==> src/rtl/fetch_ctrl_pkg.sv <==
// Shared types and constants for the instruction-fetch sequencer.
// FSM encodings, the NOP word loaded at reset and the sequential PC step.
package fetch_ctrl_pkg;

   typedef enum logic [2:0] {
      ST_BOOT  = 3'd0,
      ST_FETCH = 3'd1,
      ST_HOLD  = 3'd2,
      ST_DRAIN = 3'd3,
      ST_FAULT = 3'd4
   } fetch_state_e;

   localparam logic [31:0] RESET_PC_DEF = 32'h0000_0000;
   localparam logic [31:0] NOP_INSTR    = 32'h0000_0013;
   localparam logic [31:0] PC_STEP      = 32'd4;

   // Sequential successor; unsigned 32-bit add wraps FFFF_FFFC -> 0000_0000.
   function automatic logic [31:0] next_pc(input logic [31:0] pc);
      return pc + PC_STEP;
   endfunction

endpackage

==> src/rtl/fetch_ctrl_skid.sv <==
// fetch_skid: one-entry pc/instr holding buffer used when decode stalls
// while an instruction returns from memory. clear and unload win over load.
module fetch_skid
   import fetch_ctrl_pkg::*;
(
   input  logic        clk,
   input  logic        rst_n,
   input  logic        load,
   input  logic        unload,
   input  logic        clear,
   input  logic [31:0] pc_in,
   input  logic [31:0] instr_in,
   output logic        valid,
   output logic [31:0] pc,
   output logic [31:0] instr
);

   logic        valid_q, valid_d;
   logic [31:0] pc_q, pc_d;
   logic [31:0] instr_q, instr_d;

   // Next-state for the buffer entry.
   always_comb begin
      valid_d = valid_q;
      pc_d    = pc_q;
      instr_d = instr_q;
      if (clear || unload) begin
         valid_d = 1'b0;
      end else if (load) begin
         valid_d = 1'b1;
         pc_d    = pc_in;
         instr_d = instr_in;
      end
   end

   // Buffer registers.
   always_ff @(posedge clk or negedge rst_n) begin
      if (!rst_n) begin
         valid_q <= 1'b0;
         pc_q    <= 32'h0;
         instr_q <= NOP_INSTR;
      end else begin
         valid_q <= valid_d;
         pc_q    <= pc_d;
         instr_q <= instr_d;
      end
   end

   assign valid = valid_q;
   assign pc    = pc_q;
   assign instr = instr_q;

endmodule

==> src/rtl/fetch_ctrl.sv <==
// fetch_ctrl: instruction-fetch sequencer. Owns the PC, issues req/ack
// fetches, presents instructions to decode and handles redirects/draining.
// Handshake: a fetch is in progress while imem_req=1; imem_addr is held
// until the cycle imem_ack=1, which completes it (ack may come in the
// same cycle req rises). Decode consumes if_* whenever stall=0.
// Optional feature macro: FETCH_MISALIGN_TRAP_EN (misaligned redirect
// target enters a sticky FAULT state with trap=1).
module fetch_ctrl
   import fetch_ctrl_pkg::*;
#(
   parameter logic [31:0] RESET_PC = RESET_PC_DEF
) (
   input  logic         clk,
   input  logic         rst_n,
   input  logic         b_taken,
   input  logic [31:0]  b_pc,
   input  logic         stall,
   output logic         imem_req,
   output logic [31:0]  imem_addr,
   input  logic         imem_ack,
   input  logic [31:0]  imem_rdata,
   output logic         if_valid,
   output logic [31:0]  if_pc,
   output logic [31:0]  if_instr,
   output logic         flush,
   output logic         trap,
   output fetch_state_e dbg_state
);

   fetch_state_e state_q, state_d;
   logic [31:0]  pc_q, pc_d;
   logic [31:0]  tgt_q, tgt_d;
   logic         if_valid_q, if_valid_d;
   logic [31:0]  if_pc_q, if_pc_d;
   logic [31:0]  if_instr_q, if_instr_d;
`ifdef FETCH_MISALIGN_TRAP_EN
   logic         trap_q, trap_d;
   logic         fault_pend_q, fault_pend_d;
   logic         misalign;
`endif

   logic         skid_load, skid_unload, skid_clear;
   logic         skid_valid;
   logic [31:0]  skid_pc, skid_instr;
   logic         req_out;
   logic         outstanding;
   logic [31:0]  b_tgt;

   // Request is live in FETCH, and held through DRAIN until ack.
   assign req_out     = (state_q == ST_FETCH) || (state_q == ST_DRAIN);
   assign outstanding = req_out && !imem_ack;

`ifdef FETCH_MISALIGN_TRAP_EN
   assign b_tgt    = b_pc;
   assign misalign = (b_pc[1:0] != 2'b00);
`else
   // Low bits of the redirect target are ignored.
   assign b_tgt    = b_pc & ~32'h3;
`endif

   fetch_skid u_skid (
      .clk      (clk),
      .rst_n    (rst_n),
      .load     (skid_load),
      .unload   (skid_unload),
      .clear    (skid_clear),
      .pc_in    (pc_q),
      .instr_in (imem_rdata),
      .valid    (skid_valid),
      .pc       (skid_pc),
      .instr    (skid_instr)
   );

   // FSM, PC and output-register next-state; redirect overrides everything.
   always_comb begin
      state_d     = state_q;
      pc_d        = pc_q;
      tgt_d       = tgt_q;
      if_valid_d  = if_valid_q;
      if_pc_d     = if_pc_q;
      if_instr_d  = if_instr_q;
      skid_load   = 1'b0;
      skid_unload = 1'b0;
      skid_clear  = 1'b0;
`ifdef FETCH_MISALIGN_TRAP_EN
      trap_d       = trap_q;
      fault_pend_d = fault_pend_q;
`endif

      case (state_q)
         ST_BOOT: begin
            state_d = ST_FETCH;
            pc_d    = RESET_PC;
         end
         ST_FETCH: begin
            if (imem_ack) begin
               pc_d = next_pc(pc_q);
               if (!if_valid_q || !stall) begin
                  if_valid_d = 1'b1;
                  if_pc_d    = pc_q;
                  if_instr_d = imem_rdata;
               end else begin
                  skid_load = 1'b1;
                  state_d   = ST_HOLD;
               end
            end else if (!stall) begin
               if_valid_d = 1'b0;
            end
         end
         ST_HOLD: begin
            if (!stall) begin
               state_d = ST_FETCH;
               if (skid_valid) begin
                  if_valid_d  = 1'b1;
                  if_pc_d     = skid_pc;
                  if_instr_d  = skid_instr;
                  skid_unload = 1'b1;
               end
            end
         end
         ST_DRAIN: begin
            // Returned data belongs to the killed path and is dropped.
            if (imem_ack) begin
               state_d = ST_FETCH;
               pc_d    = tgt_q;
`ifdef FETCH_MISALIGN_TRAP_EN
               if (fault_pend_q) begin
                  state_d = ST_FAULT;
                  trap_d  = 1'b1;
               end
`endif
            end
         end
`ifdef FETCH_MISALIGN_TRAP_EN
         ST_FAULT: begin
            if_valid_d = 1'b0;
         end
`endif
         default: begin
            state_d = ST_BOOT;
         end
      endcase

`ifdef FETCH_MISALIGN_TRAP_EN
      if (b_taken && (state_q != ST_FAULT)) begin
`else
      if (b_taken) begin
`endif
         if_valid_d  = 1'b0;
         skid_clear  = 1'b1;
         skid_load   = 1'b0;
         skid_unload = 1'b0;
         if (outstanding) begin
            // Keep pc_q (= imem_addr) stable; remember where to go after ack.
            state_d = ST_DRAIN;
            pc_d    = pc_q;
            tgt_d   = b_tgt;
`ifdef FETCH_MISALIGN_TRAP_EN
            fault_pend_d = misalign;
`endif
         end else begin
            state_d = ST_FETCH;
            pc_d    = b_tgt;
`ifdef FETCH_MISALIGN_TRAP_EN
            fault_pend_d = 1'b0;
            if (misalign) begin
               state_d = ST_FAULT;
               trap_d  = 1'b1;
            end
`endif
         end
      end
   end

   // State, PC and decode-facing output registers.
   always_ff @(posedge clk or negedge rst_n) begin
      if (!rst_n) begin
         state_q    <= ST_BOOT;
         pc_q       <= RESET_PC;
         tgt_q      <= RESET_PC;
         if_valid_q <= 1'b0;
         if_pc_q    <= 32'h0;
         if_instr_q <= NOP_INSTR;
`ifdef FETCH_MISALIGN_TRAP_EN
         trap_q       <= 1'b0;
         fault_pend_q <= 1'b0;
`endif
      end else begin
         state_q    <= state_d;
         pc_q       <= pc_d;
         tgt_q      <= tgt_d;
         if_valid_q <= if_valid_d;
         if_pc_q    <= if_pc_d;
         if_instr_q <= if_instr_d;
`ifdef FETCH_MISALIGN_TRAP_EN
         trap_q       <= trap_d;
         fault_pend_q <= fault_pend_d;
`endif
      end
   end

   assign imem_req  = req_out;
   assign imem_addr = pc_q;
   assign if_valid  = if_valid_q;
   assign if_pc     = if_pc_q;
   assign if_instr  = if_instr_q;
   assign flush     = b_taken;
   assign dbg_state = state_q;
`ifdef FETCH_MISALIGN_TRAP_EN
   assign trap      = trap_q;
`else
   assign trap      = 1'b0;
`endif

endmodule

==> config.mk <==
export PLATFORM = sky130hd
export DESIGN_NAME = fetch_ctrl
export DESIGN_NICKNAME = d
export VERILOG_FILES = /design/src/rtl/fetch_ctrl_pkg.sv /design/src/rtl/fetch_ctrl_skid.sv /design/src/rtl/fetch_ctrl.sv
export SDC_FILE = /design/constraint.sdc
export NUM_CORES = 1
export LEC_CHECK = 0
export BUFFER_PORTS_ARGS = -buffer_cell sky130_fd_sc_hd__buf_2
export CAP_MARGIN = 30
export CORE_MARGIN = 8
export CORE_UTILIZATION = 48
export DETAILED_ROUTE_END_ITERATION = 10
export GPL_ROUTABILITY_DRIVEN = 0
export PLACE_DENSITY = 0.78
export SKIP_LAST_GASP = 1
export SYNTH_ARGS = -nofsm -noshare
export SYNTH_HDL_FRONTEND = slang
export SYNTH_SLANG_ARGS = --single-unit
==> constraint.sdc <==
create_clock -name clk -period 2.35 [get_ports clk]
set_input_delay 0.3525 -clock clk [delete_from_list [all_inputs] [get_ports clk]]
set_output_delay 0.3525 -clock clk [all_outputs]
set_load 0.02 [all_outputs]
==> results.json <==
{
  "outcome": "finished, final reports clean",
  "r2r_cells": 6,
  "report.final.slew_viol_count": 0,
  "initial_core_util": 0.487,
  "num_rows": 50,
  "max_freq_mhz": 450,
  "synth_mux_area_frac": 0.195,
  "htreeDepth": 4,
  "layout_commonest_cell": "dfrtp_1",
  "via_per_inst": 5.72,
  "netlist_area_um2": 9050,
  "setup_ws_ns": 0.127,
  "dr_total_vias": 6885,
  "grt_max_degree": 85,
  "grt.total_usage": 0.196,
  "async_reset_ff_frac": 1.00,
  "pre_cts_slack_ns": 0.0906,
  "grt_pass1_vias": 6939,
  "ys.warnings.count": 0,
  "clkLatencyLatePin_ns": 0.43,
  "synth_cells": 804,
  "cp-startpoint": "dbg_state[1]",
  "min_from": "imem_rdata[15]",
  "finalWirelength_um": 23100,
  "tns_ns": 0,
  "fillers": 1508,
  "yosys.area_share.adder": 0.00691,
  "drt_iter0_drc": 540,
  "required_ns": 2.00,
  "holdPathEnd": "u_skid.instr[15]",
  "core_um2": 18600,
  "cts.clk_slew.worst_paths_ns": 0.08,
  "antenna_found_initial": 3,
  "leakage_uw": 0.00502,
  "dpl.hpwl_um": 15900,
  "power.switching_uw": 6160,
  "fin_util": 0.581,
  "dieArea_um2": 23500,
  "synth-edff-count": 0,
  "top_layer": "met4",
  "dp_cells": 1167,
  "p_comb_frac": 0.401,
  "final_cell_mix": "181 x dfrtp_1, 162 x buf_2, 102 x o21ai_0",
  "power.share.clock": 0.200,
  "drtPass1Iterations": 6,
  "synth_xor_area_frac": 0.00387,
  "fin_crit_sh": 0.946,
  "rrSetupSlack_ns": 0.18,
  "clk_path_buf_depth": 2,
  "synthFlopType": "dfrtp_1",
  "synth_area_leaders": "dfrtp_1 50%, mux2_2 8.2%, mux2i_1 7.6%",
  "slew_headroom": 0.432,
  "nets": 1027,
  "wl_per_cell_um": 19.2,
  "synth_compound_area_frac": 0.129,
  "ctsRootBufferMaster": "clkbuf_16",
  "antenna_left": 0,
  "intPower_uw": 8810,
  "hold_path.class": "input pin to flip-flop",
  "syn_avg_cell_area_um2": 11.3,
  "yosysTopAreaCellShare": 0.503,
  "ys_seq_area_frac": 0.521,
  "hold_depth": 2,
  "sequentialPowerShare": 0.399,
  "synth-simple-area-share": 0.0958,
  "synth_area_leader_cell": "dfrtp_1",
  "met1_length_um": 10300,
  "layout-drive-gt1-share": 0.349,
  "cts.sinks": 188,
  "ios": 172,
  "fin_crit_ns": 2.22,
  "critPathKind": "flip-flop to primary output",
  "cp.arrival_ns": 1.87,
  "io_buffers": 163,
  "drv_cap": 0,
  "areaGrowthSynthToFinish_pct": 19.3,
  "synth_top_family_by_area": "multiplexers",
  "cts_tree": "yes",
  "die_y_um": 153,
  "wl_met2_um": 10900,
  "final_hold_viol_count": 0,
  "grt_pass1_wl_um": 36900,
  "cts_buffers": 17,
  "synth-seq-cells": 188,
  "swShare": 0.411,
  "critPathMaxFanout": 10,
  "reg2reg_from": "dbg_state[0]",
  "worst_slew_pin_slew_ns": 0.850,
  "yosys.cell_types.count": 72,
  "p_per_area_nw_per_um2": 1390,
  "worstReg2RegEnd": "imem_addr[11]",
  "dieWidth_um": 153,
  "rsz0062_at_grt": "false",
  "fin_cells": 1203,
  "skew_ns": 0.0149,
  "finalSetupViolCount": 0,
  "post-route-drc-count": 0,
  "max-vdd-ir-drop_mv": 0.724,
  "end_kind": "primary output",
  "met3WireLength_um": 1450,
  "startpoint_type": "flip-flop",
  "overflow": 0
}
per-layer routing:
layer	up-vias	global-route usage
met5	-	0
met4	0	0.0726
met3	32	0.0510
met2	272	0.305
met1	3391	0.259
li1	3190	-
cell type report:
cell class              count  area, um2  area share
diodes                      3       7.51    0.000696
clock buffers              17        425      0.0394
clock inverters            15        203      0.0188
inverters                  12       48.8     0.00452
multi-input cells         541       3960       0.367
flip-flops and latches    188       4710       0.437
well taps                 234        293      0.0271
repair buffers            193       1140       0.106
critical path, cell delays in order (launching register included):
cell     delay [ns]
dfrtp_2        0.42
inv_1          0.08
ha_1           0.27
buf_4          0.22
or2_2          0.29
buf_2          0.17
Yosys cell counts, drive strengths merged (3+ instances only):
cell and count:
mux2 88, o221ai 3, a22oi 4, nor2b 5, nor2 27, nor4 5
dfrtp 182, a311oi 3, clkbuf 22, o21ai 111, o31ai 5, o22ai 4
inv 11, mux2i 69, a221oi 12, a31oi 5, buf 46, and3 10
nand4 8, dfstp 6, a211oi 3, nand3 11, ha 5, nor3 6
nand2 97, a21oi 13, and4 3, a2bb2oi 4, a221o 3
sequential cells by signal, indices dropped and copies added (netlist names), 2 cells and up:
register and flops:
if_instr 32, tgt_q 30, imem_addr 30, dbg_state 2
u_skid.instr 32, u_skid.pc 30, if_pc 30
stage by stage:
stage / area (um2) / power (uW) / hold WS [ns]
after detailed placement: 10100 / 12000 / 0.390
after global placement: 10100 / 11700 / 0.388
after global routing: 10800 / 15900 / 0.154
after CTS: 10800 / 15000 / 0.151
after floorplan: 9070 / 9760 / 0.0569
final: 10800 / 15000 / 0.165
cells by family after synthesis:
group	Yosys count
flops	188
compound gates	189
simple gates	180
other cells	1
mux	157
buf+inv	80
xor+xnor	4
fa+ha+maj	5
repair_timing:
item	4_1_cts	5_1_grt
setup endpoints to repair	0	4
hold buffers	1	0
hold endpoints to repair	60	0
setup buffers	0	0
resized for setup	0	2
power groups by stage:
stage / Clock (uW) / Combinational [uW] / Sequential (uW)
finish: 2990 / 6010 / 5980
global route: 3170 / 6530 / 6190
CTS: 3060 / 6040 / 5950
detailed placement: 0 / 5990 / 6000
global placement: 0 / 5840 / 5910
floorplan: 0 / 3180 / 6580
how the worst max path moves through the flow:
stage,end,slack [ns],cells past startpoint
final,imem_req,0.13,5
after global placement,imem_addr[24],0.15,7
after detailed placement,imem_addr[20],0.09,7
after CTS,imem_addr[20],0.06,7
after floorplan,u_skid.instr[10],0.27,9
after global routing,imem_addr[11],0.05,6
Note: power is estimated with default switching activity, not from simulation.
